### config.mk
export PLATFORM = sky130hd
export DESIGN_NAME = sd_cmd_sequencer_flat
export DESIGN_NICKNAME = d
export VERILOG_FILES = /design/src/rtl/sd_cmd_sequencer_pkg.sv /design/src/rtl/sd_cmd_sequencer_if.sv /design/src/rtl/sd_cmd_sequencer.sv /design/src/flat_wrapper.sv
export SDC_FILE = /design/constraint.sdc
export NUM_CORES = 1
export LEC_CHECK = 0
export CAP_MARGIN = 20
export CORE_ASPECT_RATIO = 1.1
export CORE_MARGIN = 1.5
export CORE_UTILIZATION = 30
export CTS_BUF_LIST = sky130_fd_sc_hd__clkbuf_16
export DETAILED_ROUTE_END_ITERATION = 7
export PLACE_DENSITY_LB_ADDON = 0.3
export SYNTH_ARGS = -nofsm -noshare
export SYNTH_HDL_FRONTEND = slang
export SYNTH_SLANG_ARGS = --single-unit
### constraint.sdc
create_clock -name clk -period 2.5 [get_ports clk]
set_input_delay 0.5 -clock clk [delete_from_list [all_inputs] [get_ports clk]]
set_output_delay 0.5 -clock clk [all_outputs]
set_load 0.01 [all_outputs]
### src/rtl/sd_cmd_sequencer_pkg.sv
// Shared types and helpers for the SD command sequencer: FSM states, SD command
// indices, engine op encoding and the CRC7 used to seal every command frame.
package sd_cmd_sequencer_pkg;

    typedef enum logic [3:0] {
        ST_IDLE,
        ST_SEND,
        ST_SEND_W,
        ST_POLL,
        ST_POLL_W,
        ST_EXT,
        ST_EXT_W,
        ST_TRAIL,
        ST_TRAIL_W,
        ST_RESP
    } state_t;

    localparam logic [5:0] SD_CMD_CMD0   = 6'd0;
    localparam logic [5:0] SD_CMD_CMD8   = 6'd8;
    localparam logic [5:0] SD_CMD_CMD55  = 6'd55;
    localparam logic [5:0] SD_CMD_ACMD41 = 6'd41;
    localparam logic [5:0] SD_CMD_CMD58  = 6'd58;

    localparam logic OP_READ  = 1'b0;
    localparam logic OP_WRITE = 1'b1;

    // x^7 + x^3 + 1, zero init, MSB first over the first five frame bytes.
    function automatic logic [6:0] crc7(input logic [39:0] d);
        logic [6:0] crc;
        logic       fb;
        crc = '0;
        for (int i = 39; i >= 0; i--) begin
            fb  = d[i] ^ crc[6];
            crc = {crc[5:0], 1'b0};
            if (fb) crc = crc ^ 7'h09;
        end
        return crc;
    endfunction

endpackage

### src/rtl/sd_cmd_sequencer_if.sv
// Command request / response bundle between an SD init or block layer (master)
// and the command sequencer (slave).
interface sd_cmd_sequencer_if;

    logic        cmd_valid;
    logic        cmd_ready;
    logic [5:0]  cmd_idx;
    logic [31:0] cmd_arg;
    logic        cmd_ext;
    logic        rsp_valid;
    logic [7:0]  rsp_r1;
    logic [31:0] rsp_ext;
    logic        rsp_timeout;

    modport master (
        output cmd_valid, cmd_idx, cmd_arg, cmd_ext,
        input  cmd_ready, rsp_valid, rsp_r1, rsp_ext, rsp_timeout
    );

    modport slave (
        input  cmd_valid, cmd_idx, cmd_arg, cmd_ext,
        output cmd_ready, rsp_valid, rsp_r1, rsp_ext, rsp_timeout
    );

endinterface

### src/rtl/sd_cmd_sequencer.sv
// Frames one SD command, pushes it through the SPI byte engine, polls for R1,
// optionally collects the R3/R7 tail, clocks a trailer byte and reports.
module sd_cmd_sequencer
    import sd_cmd_sequencer_pkg::*;
#(
    parameter int ADDR_W  = 6,
    parameter int NCR_MAX = 8
) (
    input  logic              clk,
    input  logic              rst_n,
    sd_cmd_sequencer_if.slave cmd,
    output logic              cs_n,
    output logic              spi_start,
    output logic              spi_op,
    output logic [ADDR_W-1:0] spi_size,
    input  logic [ADDR_W-1:0] spi_address,
    output logic [7:0]        spi_data_in,
    input  logic [7:0]        spi_data_out,
    input  logic              spi_wr,
    input  logic              spi_done
);

    localparam logic [7:0]        NCR_LIMIT = 8'(NCR_MAX);
    localparam logic [ADDR_W-1:0] SIZE_CMD  = ADDR_W'(5);
    localparam logic [ADDR_W-1:0] SIZE_EXT  = ADDR_W'(3);
    localparam logic [ADDR_W-1:0] SIZE_ONE  = '0;

    state_t          state;
    logic [5:0][7:0] frame;
    logic            ext_q;
    logic [7:0]      poll_cnt;
    logic [7:0]      poll_byte;
    logic [6:0]      crc_now;
    logic [7:0]      r1_now;

    assign crc_now = crc7({2'b01, cmd.cmd_idx, cmd.cmd_arg});
    // A byte strobed in the same cycle as done must still be seen as the poll result.
    assign r1_now  = spi_wr ? spi_data_out : poll_byte;

    always_comb begin
        spi_data_in = 8'hFF;
        if (spi_address < ADDR_W'(6)) spi_data_in = frame[spi_address[2:0]];
    end

    always_ff @(posedge clk or negedge rst_n) begin
        if (!rst_n) begin
            state           <= ST_IDLE;
            cmd.cmd_ready   <= 1'b1;
            cs_n            <= 1'b1;
            spi_start       <= 1'b0;
            spi_op          <= OP_READ;
            spi_size        <= '0;
            cmd.rsp_valid   <= 1'b0;
            cmd.rsp_r1      <= 8'hFF;
            cmd.rsp_ext     <= '0;
            cmd.rsp_timeout <= 1'b0;
            poll_cnt        <= '0;
            poll_byte       <= 8'hFF;
            frame           <= '0;
            ext_q           <= 1'b0;
        end else begin
            spi_start     <= 1'b0;
            cmd.rsp_valid <= 1'b0;
            case (state)
                ST_IDLE: begin
                    if (cmd.cmd_valid) begin
                        frame <= {{crc_now, 1'b1},
                                  cmd.cmd_arg[7:0], cmd.cmd_arg[15:8],
                                  cmd.cmd_arg[23:16], cmd.cmd_arg[31:24],
                                  {2'b01, cmd.cmd_idx}};
                        ext_q           <= cmd.cmd_ext;
                        poll_cnt        <= '0;
                        cmd.rsp_r1      <= 8'hFF;
                        cmd.rsp_ext     <= '0;
                        cmd.rsp_timeout <= 1'b0;
                        cmd.cmd_ready   <= 1'b0;
                        cs_n            <= 1'b0;
                        state           <= ST_SEND;
                        spi_start       <= 1'b1;
                        spi_op          <= OP_WRITE;
                        spi_size        <= SIZE_CMD;
                    end
                end
                ST_SEND: state <= ST_SEND_W;
                ST_SEND_W: begin
                    if (spi_done) begin
                        state     <= ST_POLL;
                        spi_start <= 1'b1;
                        spi_op    <= OP_READ;
                        spi_size  <= SIZE_ONE;
                    end
                end
                ST_POLL: state <= ST_POLL_W;
                ST_POLL_W: begin
                    if (spi_wr) poll_byte <= spi_data_out;
                    if (spi_done) begin
                        spi_start <= 1'b1;
                        spi_op    <= OP_READ;
                        spi_size  <= SIZE_ONE;
                        if (!r1_now[7]) begin
                            cmd.rsp_r1 <= r1_now;
                            if (ext_q) begin
                                state    <= ST_EXT;
                                spi_size <= SIZE_EXT;
                            end else begin
                                state <= ST_TRAIL;
                            end
                        end else if (poll_cnt + 8'd1 == NCR_LIMIT) begin
                            poll_cnt        <= poll_cnt + 8'd1;
                            cmd.rsp_timeout <= 1'b1;
                            cmd.rsp_r1      <= 8'hFF;
                            state           <= ST_TRAIL;
                        end else begin
                            poll_cnt <= poll_cnt + 8'd1;
                            state    <= ST_POLL;
                        end
                    end
                end
                ST_EXT: state <= ST_EXT_W;
                ST_EXT_W: begin
                    // Engine byte 0 lands in the top byte: index (3 - addr) == ~addr.
                    if (spi_wr) cmd.rsp_ext[{~spi_address[1:0], 3'b000} +: 8] <= spi_data_out;
                    if (spi_done) begin
                        state     <= ST_TRAIL;
                        spi_start <= 1'b1;
                        spi_op    <= OP_READ;
                        spi_size  <= SIZE_ONE;
                    end
                end
                ST_TRAIL: state <= ST_TRAIL_W;
                ST_TRAIL_W: begin
                    if (spi_done) begin
                        state         <= ST_RESP;
                        cmd.rsp_valid <= 1'b1;
                    end
                end
                ST_RESP: begin
                    cs_n          <= 1'b1;
                    cmd.cmd_ready <= 1'b1;
                    state         <= ST_IDLE;
                end
                default: state <= ST_IDLE;
            endcase
        end
    end

endmodule

### src/flat_wrapper.sv
// flat-port wrapper written by rule: the top's interface ports become plain ports
module sd_cmd_sequencer_flat import sd_cmd_sequencer_pkg::*;
#(
    parameter int ADDR_W  = 6,
    parameter int NCR_MAX = 8
)
  (clk, rst_n, cs_n, spi_start, spi_op, spi_size, spi_address, spi_data_in, spi_data_out, spi_wr, spi_done, cmd_cmd_valid, cmd_cmd_idx, cmd_cmd_arg, cmd_cmd_ext, cmd_cmd_ready, cmd_rsp_valid, cmd_rsp_r1, cmd_rsp_ext, cmd_rsp_timeout);
  sd_cmd_sequencer_if cmd_i ();
  input  logic clk;
  input  logic rst_n;
  output logic cs_n;
  output logic spi_start;
  output logic spi_op;
  output logic [ADDR_W-1:0] spi_size;
  input  logic [ADDR_W-1:0] spi_address;
  output logic [7:0] spi_data_in;
  input  logic [7:0] spi_data_out;
  input  logic spi_wr;
  input  logic spi_done;
  input wire logic [$bits(cmd_i.cmd_valid)-1:0] cmd_cmd_valid;
  input wire logic [$bits(cmd_i.cmd_idx)-1:0] cmd_cmd_idx;
  input wire logic [$bits(cmd_i.cmd_arg)-1:0] cmd_cmd_arg;
  input wire logic [$bits(cmd_i.cmd_ext)-1:0] cmd_cmd_ext;
  output wire logic [$bits(cmd_i.cmd_ready)-1:0] cmd_cmd_ready;
  output wire logic [$bits(cmd_i.rsp_valid)-1:0] cmd_rsp_valid;
  output wire logic [$bits(cmd_i.rsp_r1)-1:0] cmd_rsp_r1;
  output wire logic [$bits(cmd_i.rsp_ext)-1:0] cmd_rsp_ext;
  output wire logic [$bits(cmd_i.rsp_timeout)-1:0] cmd_rsp_timeout;
  assign cmd_i.cmd_valid = cmd_cmd_valid;
  assign cmd_i.cmd_idx = cmd_cmd_idx;
  assign cmd_i.cmd_arg = cmd_cmd_arg;
  assign cmd_i.cmd_ext = cmd_cmd_ext;
  assign cmd_cmd_ready = cmd_i.cmd_ready;
  assign cmd_rsp_valid = cmd_i.rsp_valid;
  assign cmd_rsp_r1 = cmd_i.rsp_r1;
  assign cmd_rsp_ext = cmd_i.rsp_ext;
  assign cmd_rsp_timeout = cmd_i.rsp_timeout;
  sd_cmd_sequencer #(.ADDR_W(ADDR_W), .NCR_MAX(NCR_MAX)) u_core (.clk(clk), .rst_n(rst_n), .cmd(cmd_i), .cs_n(cs_n), .spi_start(spi_start), .spi_op(spi_op), .spi_size(spi_size), .spi_address(spi_address), .spi_data_in(spi_data_in), .spi_data_out(spi_data_out), .spi_wr(spi_wr), .spi_done(spi_done));
endmodule
# Yosys cells after proc, flatten, opt, wreduce, memory -nomap -nowiden
# Cells that the tools add are included.
# classes
add_sub_neg,2
n_lt_le_gt_ge,2
n_eq_ne,21
shift,2
mux,83
bitwise,75
reduce_logical,17
# ops
cell,n
4-bit two-way mux,44
8-bit two-way mux,10
2-bit NOT,38
32-bit two-way mux,2
32-bit case mux with 2 select lines,1
4-bit case mux with 9 select lines,1
1-bit XOR,34
32-bit bitwise mux,1
8-bit case mux with 2 select lines,2
"8-bit by 7-bit variable shift with 32-bit output, first input constant",1
8-bit by 7-bit indexed part select with 32-bit output,1
8-bit binary-select mux with 3-bit select,1
6-bit two-way mux,4
6-bit case mux with 3 select lines,1
"4-bit by 3-bit equality test with 1-bit output, second input constant",4
"2-bit inequality test, second input constant",6
4-bit AND reduction,3
5-bit AND reduction,2
1-bit two-way mux,9
"8-bit by 1-bit adder with 8-bit output, second input constant",1
"4-bit by 2-bit equality test with 1-bit output, second input constant",2
"4-bit equality test, second input constant",2
"8-bit by 4-bit equality test with 1-bit output, second input constant",1
"2-bit by 1-bit inequality test with 1-bit output, second input constant",4
16 further kinds,27
# word_totals
reg_bits,119
inputBits,58
output_inout_bits,60
elab_cells,220

# Logic depth before layout (Yosys ltp)
# Gate-level depths: netlist (run 1).
# depth
depth_word,75
mapped_depth,9
depth_no_buf,7

# Worst setup path after synthesis (run 1)
# No wires, ideal clock.
# synth_timing
path_type,input -> output
start,in spi_address[1]
end,out spi_data_in[0]
t_arrival_ns,2.029
t_required_ns,2.000
path_slack_ns,-0.029
path_stages,3
n_path_buf,1
path_cell_list,clkbuf_1 -> a2111oi_0 -> o311ai_0
# synth_via
elab_chain_len,3
elab_cells_between_ends,4
classes_between,order compare: 1; mux: 3
# synth_rtl
item,line_no,text
"start, declared",flat_wrapper.sv:15,input logic [ADDR_W-1:0] spi_address;
"parallel branches: the longest is 2 deep, another holds 6-bit by 3-bit less-than comparator with 1-bit output",n/a,
8-bit two-way mux (*),sd_cmd_sequencer.sv:42,if (spi_address < ADDR_W'(6)) spi_data_in = frame[spi_address[2:0]];
"end, declared",flat_wrapper.sv:16,output logic [7:0] spi_data_in;
# Mark *: on every way between the ends. The select of a mux whose other input is x is not followed.

# Worst setup path in the final report (run 1)
# layout_timing
start,in cmd_cmd_idx[3]
end,reg u_core.frame[42] (netlist name)
# layout_via
elab_chain_len,25
elab_cells_between_ends,63
classes_between,mux: 33; bitwise: 30
# layout_rtl
item,line_no,text
"start, declared",flat_wrapper.sv:21,input wire logic [$bits(cmd_i.cmd_idx)-1:0] cmd_cmd_idx;
1-bit XOR (*),sd_cmd_sequencer_pkg.sv:33,fb = d[i] ^ crc[6];
4-bit two-way mux (*),sd_cmd_sequencer_pkg.sv:35,if (fb) crc = crc ^ 7'h09;
1-bit XOR / 4-bit two-way mux (equally long branches),"sd_cmd_sequencer_pkg.sv:33, sd_cmd_sequencer_pkg.sv:35",
4-bit two-way mux,sd_cmd_sequencer_pkg.sv:35,
"1-bit XOR, or another cell as far along",sd_cmd_sequencer_pkg.sv:33,
4-bit two-way mux,sd_cmd_sequencer_pkg.sv:35,
"1-bit XOR, or another cell as far along",sd_cmd_sequencer_pkg.sv:33,
4-bit two-way mux,sd_cmd_sequencer_pkg.sv:35,
[8 not listed],n/a,
"1-bit XOR, or another cell as far along",sd_cmd_sequencer_pkg.sv:33,
4-bit two-way mux,sd_cmd_sequencer_pkg.sv:35,
"4-bit two-way mux, or another cell as far along",sd_cmd_sequencer_pkg.sv:35,
4-bit two-way mux,sd_cmd_sequencer_pkg.sv:35,
2-bit NOT (no line) / 1-bit XOR (equally long branches),n/a,
4-bit two-way mux (*),sd_cmd_sequencer_pkg.sv:35,
1-bit XOR (*),sd_cmd_sequencer_pkg.sv:33,
4-bit two-way mux (*) (2 in series),sd_cmd_sequencer_pkg.sv:35,
"end signal, assigned",sd_cmd_sequencer.sv:67,"frame <= {{crc_now, 1'b1},"
"end, declared",sd_cmd_sequencer.sv:29,logic [5:0][7:0] frame;
# Mark *: on every way between the ends. The rest lies on a longest branch, timed or not.
# A chain may end at the register's enable or synchronous reset.

==> impl_metrics.tcl, run 1 <==
set metrics [dict create \
    status "complete, no violations" \
    numCtsBuffers 17 \
    whs_path_depth 2 \
    synthToLayoutAreaGrowth_pct 42.85 \
    synth_xor_area_share_pct 13.78 \
    slew_viol_final 0 \
    synth_edf_count 0 \
    wl_per_cell_microns 16.25 \
    synth-simple-area-share_pct 15.31 \
    min_to "u_core.frame[11]$_DFFE_PN0P_" \
    routed_wl_mm 16.38 \
    hold_viol 0 \
    drtAntennaViolNets 0 \
    die_h_microns 150.9 \
    rr_worst_depth 5 \
    filler_cell_count 1791 \
    leakagePower_nw 3.961 \
    timing.rr.end "u_core.poll_cnt[6]$_DFFE_PN0P_" \
    drc 0 \
    grt_usage_pct 16.69 \
    synthTopCellsByArea "dfrtp_1 (41%), nand2_1 (11%), dfstp_2 (7.5%)" \
    tightest_slew_ps 579.2 \
    viasPerCell 4.769 \
    tns_ps 0 \
    port_buffers 114 \
    rsz0062_at_grt "true" \
    clk-insertion-delay-late_ps 420 \
    place_congestion 0.8670 \
    slew_headroom_pct 61.13 \
    r2r_slack_ps 180 \
    fin_crit_sh_pct 99.19 \
    hold_path_class "reg2reg" \
    drive_gt1_share_pct 20.50 \
    p_per_area_mw_per_mm2 948.9 \
    post-dp-hpwl_mm 12.39 \
    cap_violations 0 \
    crit_arrival_ps 2770 \
    ys.flop_type "dfrtp_1" \
    ir_drop_mv 0.4878 \
    cts_sinks 115 \
    grt_pass1_vias 4908 \
    place_inst 973 \
    syn_area_per_cell_sq_um 10.47 \
    syn_area_sq_mm 0.005966 \
    clk_pin_slew_worst_paths_ps 50 \
    synth_top_cell_by_area "dfrtp_1" \
    insertedDiodeCount 0 \
    crit_fanout 3 \
    cts_tree "built" \
    ys_seq_elements 115 \
    synthAdderAreaFrac_pct 1.049 \
    cts_buffer_depth 2 \
    end_kind "flip-flop" \
    boundaryPins 118 \
    die_area_sq_mm 0.02074 \
    layout_setup_ws_ps 20.18 \
    skew_ps 6.237 \
    rows 53 \
    synth_top_area_share_pct 41.11 \
    cts-root-buf "clkbuf_16" \
    die_width_microns 137.5 \
    synth_warnings 0 \
    r2r_start "u_core.state[3]$_DFFE_PN0P_" \
    grt-ovfl-total 0 \
    required_ps 2790 \
    cp-start-kind "primary input" \
    h-tree-depth 4 \
    synth_top_family_by_area "simple AND/OR/NAND/NOR gates" \
    start_util_pct 30.91 \
    num_vias 4807 \
    finalSetupViolations 0 \
    final_cells 1008 \
    drt_first_iter_violations 347 \
    critPathKind "in2reg" \
    postPlaceCellArea_sq_mm 0.007883 \
    synth_cells 570 \
    pre_cts_ws_ps -553.6 \
    nets 811 \
    design.core.area_sq_mm 0.01930 \
    yosysSeqAreaShare_pct 48.59 \
    grt_pass1_wl_mm 25.92 \
    min_period_ps 2480 \
    synth_compound_area_share_pct 10.95 \
    dr.pass1.iters 4 \
    grt_start_max_net_pins 58 \
    yosys-mux-area-fraction_pct 7.257 \
    ys_types 50 \
    fmax_ghz 0.4033 \
    hold_start "u_core.frame[11]$_DFFE_PN0P_" \
    stdcell_area_sq_mm 0.008522 \
    async_flop_share_pct 100.0 \
    antenna_found_initial 0 \
]
==> worst max path at each step <==
| stage | cells past startpoint | slack (ps) | end | start |
|---|---|---|---|---|
| after CTS | 6 | -50 | spi_data_in[1] | spi_address[4] |
| after detailed placement | 7 | -550 | spi_data_in[1] | spi_address[0] |
| after floorplan | 3 | 200 | spi_data_in[0] | spi_address[1] |
| after global placement | 7 | -580 | spi_data_in[2] | spi_address[0] |
| final | 6 | 20 | u_core.frame[42]$_DFFE_PN0P_ | cmd_cmd_idx[3] |
| after global routing | 8 | -4 | u_core.frame[46]$_DFFE_PN0P_ | cmd_cmd_idx[3] |
==> power breakdown <==
group | internal, W | leakage [nW] | switching (W)
logic | 0.00150 | 2.22 | 0.00136
clock network | 0.00145 | 0.276 | 0.000856
registers | 0.00248 | 1.47 | 0.000443
==> cells in the final DEF, fill, tap and decap left out, drive strengths merged, types with 2 or more instances in the layout <==
cell type | synthesis | final
xnor3 | 16 | 16
inv | 15 | 15
mux4 | 7 | 7
conb | 1 | 3
nor4 | 2 | 2
clkdlybuf4s15 | 0 | 2
clkinv | 0 | 10
clkbuf | 17 | 19
nand2b | 3 | 3
o21ai | 31 | 31
clkinvlp | 0 | 3
buf | 10 | 70
mux2 | 9 | 9
xnor2 | 37 | 37
bufinv | 0 | 2
dfstp | 17 | 17
mux2i | 17 | 17
a31oi | 4 | 4
and3 | 3 | 3
nor2b | 2 | 2
nand3 | 8 | 8
a22o | 24 | 24
o211ai | 2 | 2
dlymetal6s2s | 0 | 2
clkdlybuf4s50 | 0 | 100
o31ai | 3 | 3
a22oi | 7 | 7
xor2 | 11 | 11
o311ai | 7 | 7
o41ai | 2 | 2
nor3 | 7 | 7
dfrtp | 98 | 98
o21a | 2 | 2
nor2 | 14 | 14
a211oi | 2 | 2
nand2 | 171 | 171
dlygate4sd2 | 0 | 7
ha | 5 | 5
a21oi | 6 | 6
==> synthesized netlist by cell type (8+ instances only) <==
| cell type | n |
|---|---|
| nor2_1 | 14 |
| nand3_1 | 8 |
| xnor2_1 | 33 |
| xnor3_1 | 9 |
| o21ai_0 | 24 |
| xor2_1 | 11 |
| inv_1 | 15 |
| dfstp_2 | 17 |
| nand2_1 | 171 |
| mux2_2 | 8 |
| clkbuf_1 | 17 |
| dfrtp_1 | 98 |
| a22o_1 | 24 |
| mux2i_1 | 17 |
==> registers in the layout (all words and copies together) (netlist names) <==
signal	count
u_core.poll_cnt	8
u_core.cmd.cmd_ready	1
u_core.cmd.rsp_ext	32
u_core.poll_byte	8
u_core.cmd.rsp_valid	1
u_core.spi_op	1
u_core.state	4
u_core.frame	46
u_core.spi_size	3
u_core.ext_q	1
u_core.cmd.rsp_timeout	1
u_core.spi_start	1
u_core.cmd.rsp_r1	8
==> final cells by class <==
type | count | area, sq um | area share [%]
clock buffer | 17 | 425.4 | 4.992
clock inverter | 15 | 142.6 | 1.674
inverter | 15 | 56.30 | 0.6607
multi-input combinational | 415 | 2958 | 34.71
sequential | 115 | 2899 | 34.02
tap | 247 | 309.0 | 3.626
timing repair buffer | 184 | 1732 | 20.32
==> worst max-delay path: stages <==
cell,delay (ps)
clkdlybuf4s50_1,540
xnor3_2,490
xnor3_2,420
xnor3_2,430
xnor2_1,140
mux2_4,250
==> metrics by stage <==
stage	hold slack, ps	total power, W	util, %
after floorplan	204.4	0.004650	-
after global placement	406.5	0.005704	40.85
after detailed placement	412.8	0.005794	40.85
after CTS	476.9	0.008153	43.95
after global routing	493.2	0.008613	44.16
final	473.2	0.008086	44.16
==> timing repair <==
action | CTS | global route
pin swaps | 1 | 1
hold buffers | 1 | 0
resized for setup | 21 | 12
hold endpoints to repair | 9 | 0
buffers inserted | 2 | 0
endpoints found under the setup margin | 15 | 9
==> cell families (layout without fill, tap and decap cells) <==
kind of cell,after synthesis,in the layout
AND/OR/NAND/NOR,216,216
adder cells (fa/ha/maj),5,5
XOR/XNOR,64,64
AO/OA/AOI/OAI,94,94
multiplexers,33,33
buffers and inverters,42,231
other,1,3
flip-flops,115,115
==> layer usage <==
layer	wire, microns	global-route usage, %	vias up
li1	-	-	2308
met1	6990	20.54	2315
met2	8235	28.45	166
met3	873	3.949	18
met4	278	5.947	0
met5	0	0	-
Note: power is estimated with default switching activity, not from simulation.
==> run 2: changes to the inputs <==
- CORE_ASPECT_RATIO: 1.1 -> 1.5
- SLEW_MARGIN: not set -> 20
==> run 2 against run 1 <==
  * First-iteration DRC count shrank 45%
  * Final cell count rose by 0.50%
  * Count of clock-buffer cells in the layout is the same
  * Worst setup slack gained 26 ps
  * Total power grew 1.4%
  * Die area about the same
  * Clock power increased by 7%
  * Clock skew increased by 3.8 ps
  * Critical path type unchanged
==> impl_metrics.tcl, run 2 (synthesis results as in run 1) <==
set metrics [dict create \
    status "complete, no violations" \
    p_total_w 0.008198 \
    routed_wl_mm 17.13 \
    ir_drop_mv 0.3609 \
    grt_pass1_vias 5100 \
    dr.pass1.iters 4 \
    num_vias 4792 \
    end_kind "flip-flop" \
    seq_area_sq_mm 0.002899 \
    tightest_slew_ps 655.4 \
    hold_path_class "in2async" \
    die_width_microns 118.1 \
    design.core.area_sq_mm 0.01963 \
    max_stage_delay_ps 570 \
    insertedDiodeCount 0 \
    cts-hold-fix-buffers 0 \
    post-dp-hpwl_mm 13.26 \
    grt_start_max_net_pins 58 \
    postPlaceCellArea_sq_mm 0.007839 \
    drc 0 \
    start_util_pct 30.39 \
    slew_headroom_pct 56.01 \
    met2_length_mm 9.372 \
    boundaryPins 118 \
    fmax_ghz 0.4075 \
    rows 63 \
    rsz0062_at_grt "true" \
    clk-insertion-delay-late_ps 410 \
    cts_tree "built" \
    h-tree-depth 4 \
    cts_buffer_depth 2 \
    cpMostUsedCell "xnor2_2" \
    stdcell_area_sq_mm 0.008439 \
    cts_sinks 115 \
    top_register "u_core.frame" \
    cp-start-kind "primary input" \
    antenna_found_initial 0 \
    crit_arrival_ps 2800 \
    min_period_ps 2454 \
    wl_per_cell_microns 16.91 \
    grt_usage_pct 17.33 \
    final_common_cell "nand2_1" \
    drive_gt1_share_pct 20.19 \
    hold_viol 0 \
    numCtsBuffers 17 \
    grt_pass1_wl_mm 27.45 \
    port_buffers 114 \
    filler_cell_count 1872 \
    drtAntennaViolNets 0 \
    cap_violations 0 \
    largest_reg_flops 46 \
    die_h_microns 175.7 \
    finalSetupViolations 0 \
    crit_slowest_cell "xnor3_2" \
    path_cells "clkdlybuf4s50_1, xor2_1, xnor3_2, xnor2_2, xnor2_2, xnor3_1, o21ai_1" \
    critPathKind "in2reg" \
    place_congestion 0.8783 \
    leakagePower_nw 3.909 \
    grt-ovfl-total 0 \
    drt_first_iter_violations 190 \
    viasPerCell 4.731 \
    cts-root-buf "clkbuf_16" \
    crit_fanout 4 \
    clk_pin_slew_worst_paths_ps 60 \
    synthToLayoutAreaGrowth_pct 41.46 \
    die_area_sq_mm 0.02076 \
    wl_met1_mm 6.527 \
    slew_viol_final 0 \
    required_ps 2840 \
    final_cell_mix "nand2_1 (171), clkdlybuf4s50_1 (103), dfrtp_1 (98), buf_4 (57), xnor2_1 (32)" \
    nets 803 \
    multi_input_area_sq_mm 0.002914 \
    fin_crit_sh_pct 98.16 \
    skew_ps 9.992 \
    top_regs "u_core.frame: 46 flops, u_core.cmd.rsp_ext: 32 flops" \
    topRoutingLayerUsed "met4" \
    p_per_area_mw_per_mm2 971.4 \
    wl_met3_microns 763 \
]
## run 2: cell types whose count changed in the layout (fill, tap and decap cells not counted), sizes merged
cell / previous run / this run
clkdlybuf4s50: 100 / 103
dlygate4sd2: 7 / 2
clkinv: 10 / 6
dlygate4sd3: 1 / 0
clkdlybuf4s15: 2 / 0
clkbuf: 19 / 17
inv: 15 / 18
dlymetal6s2s: 2 / 0
bufinv: 2 / 3
buf: 70 / 71
## run 2: layout make-up
class | count | share of cell area [%]
clock buffer | 17 | 5.041
clock inverter | 15 | 2.165
inverter | 15 | 0.6672
multi-input combinational | 415 | 34.53
sequential | 115 | 34.35
tap | 260 | 3.855
timing repair buffer | 176 | 19.39
## run 2: worst paths after layout
check                                                       from                                 to  slack [ps]  cells past startpoint
worst min register to register  u_core.cmd.rsp_r1[7]$_DFFE_PN1P_   u_core.cmd.rsp_r1[7]$_DFFE_PN1P_         470                      2
worst max register to register    u_core.poll_cnt[0]$_DFFE_PN0P_   u_core.cmd.rsp_r1[6]$_DFFE_PN1P_         180                      8
worst min-delay path                                       rst_n       u_core.frame[45]$_DFFE_PN0P_         100                      1
max in group asynchronous                                  rst_n  u_core.cmd.rsp_ext[4]$_DFFE_PN0P_        1570                      2
worst max-delay path                              cmd_cmd_idx[1]       u_core.frame[41]$_DFFE_PN0P_          50                      7
min in group clk                u_core.cmd.rsp_r1[7]$_DFFE_PN1P_   u_core.cmd.rsp_r1[7]$_DFFE_PN1P_         470                      2
## run 2: timing repair
item,in CTS,in global routing
gates resized for setup,42,2
setup endpoints to repair,8,7
pin swaps,1,1
buffers inserted,3,0
## run 2: layer usage
| layer | track usage [%] | vias up |
|---|---|---|
| met4 | 7.419 | 0 |
| li1 | - | 2290 |
| met2 | 32.46 | 181 |
| met1 | 19.02 | 2297 |
| met3 | 3.052 | 24 |
| met5 | 0 | - |
## run 2: where the power goes
part / switching (W) / internal (W) / total (W)
clock: 0.000911 / 0.00157 / 0.00248
combinational: 0.00133 / 0.00145 / 0.00278
sequential: 0.000457 / 0.00248 / 0.00294
## run 2: per-stage QoR
stage	hold slack, ps	TNS (ps)	utilization, %	std cells	worst slack, ps
6_report	98.60	0	43.00	1013	45.91
5_1_grt	141.3	-42.46	43.00	1013	-42.46
4_1_cts	125.3	0	42.93	1013	8.782
3_5_place_dp	451.1	-7359	39.94	978	-448.3
3_3_place_gp	457.5	-6929	39.94	978	-503.7
2_1_floorplan	204.4	0	-	572	201.3
## run 2: worst max-delay path, delay by kind of cell
kind	cells	cell delay (ps)
xor+xnor	5	1640
buf+inv	1	530
compound gates	1	120
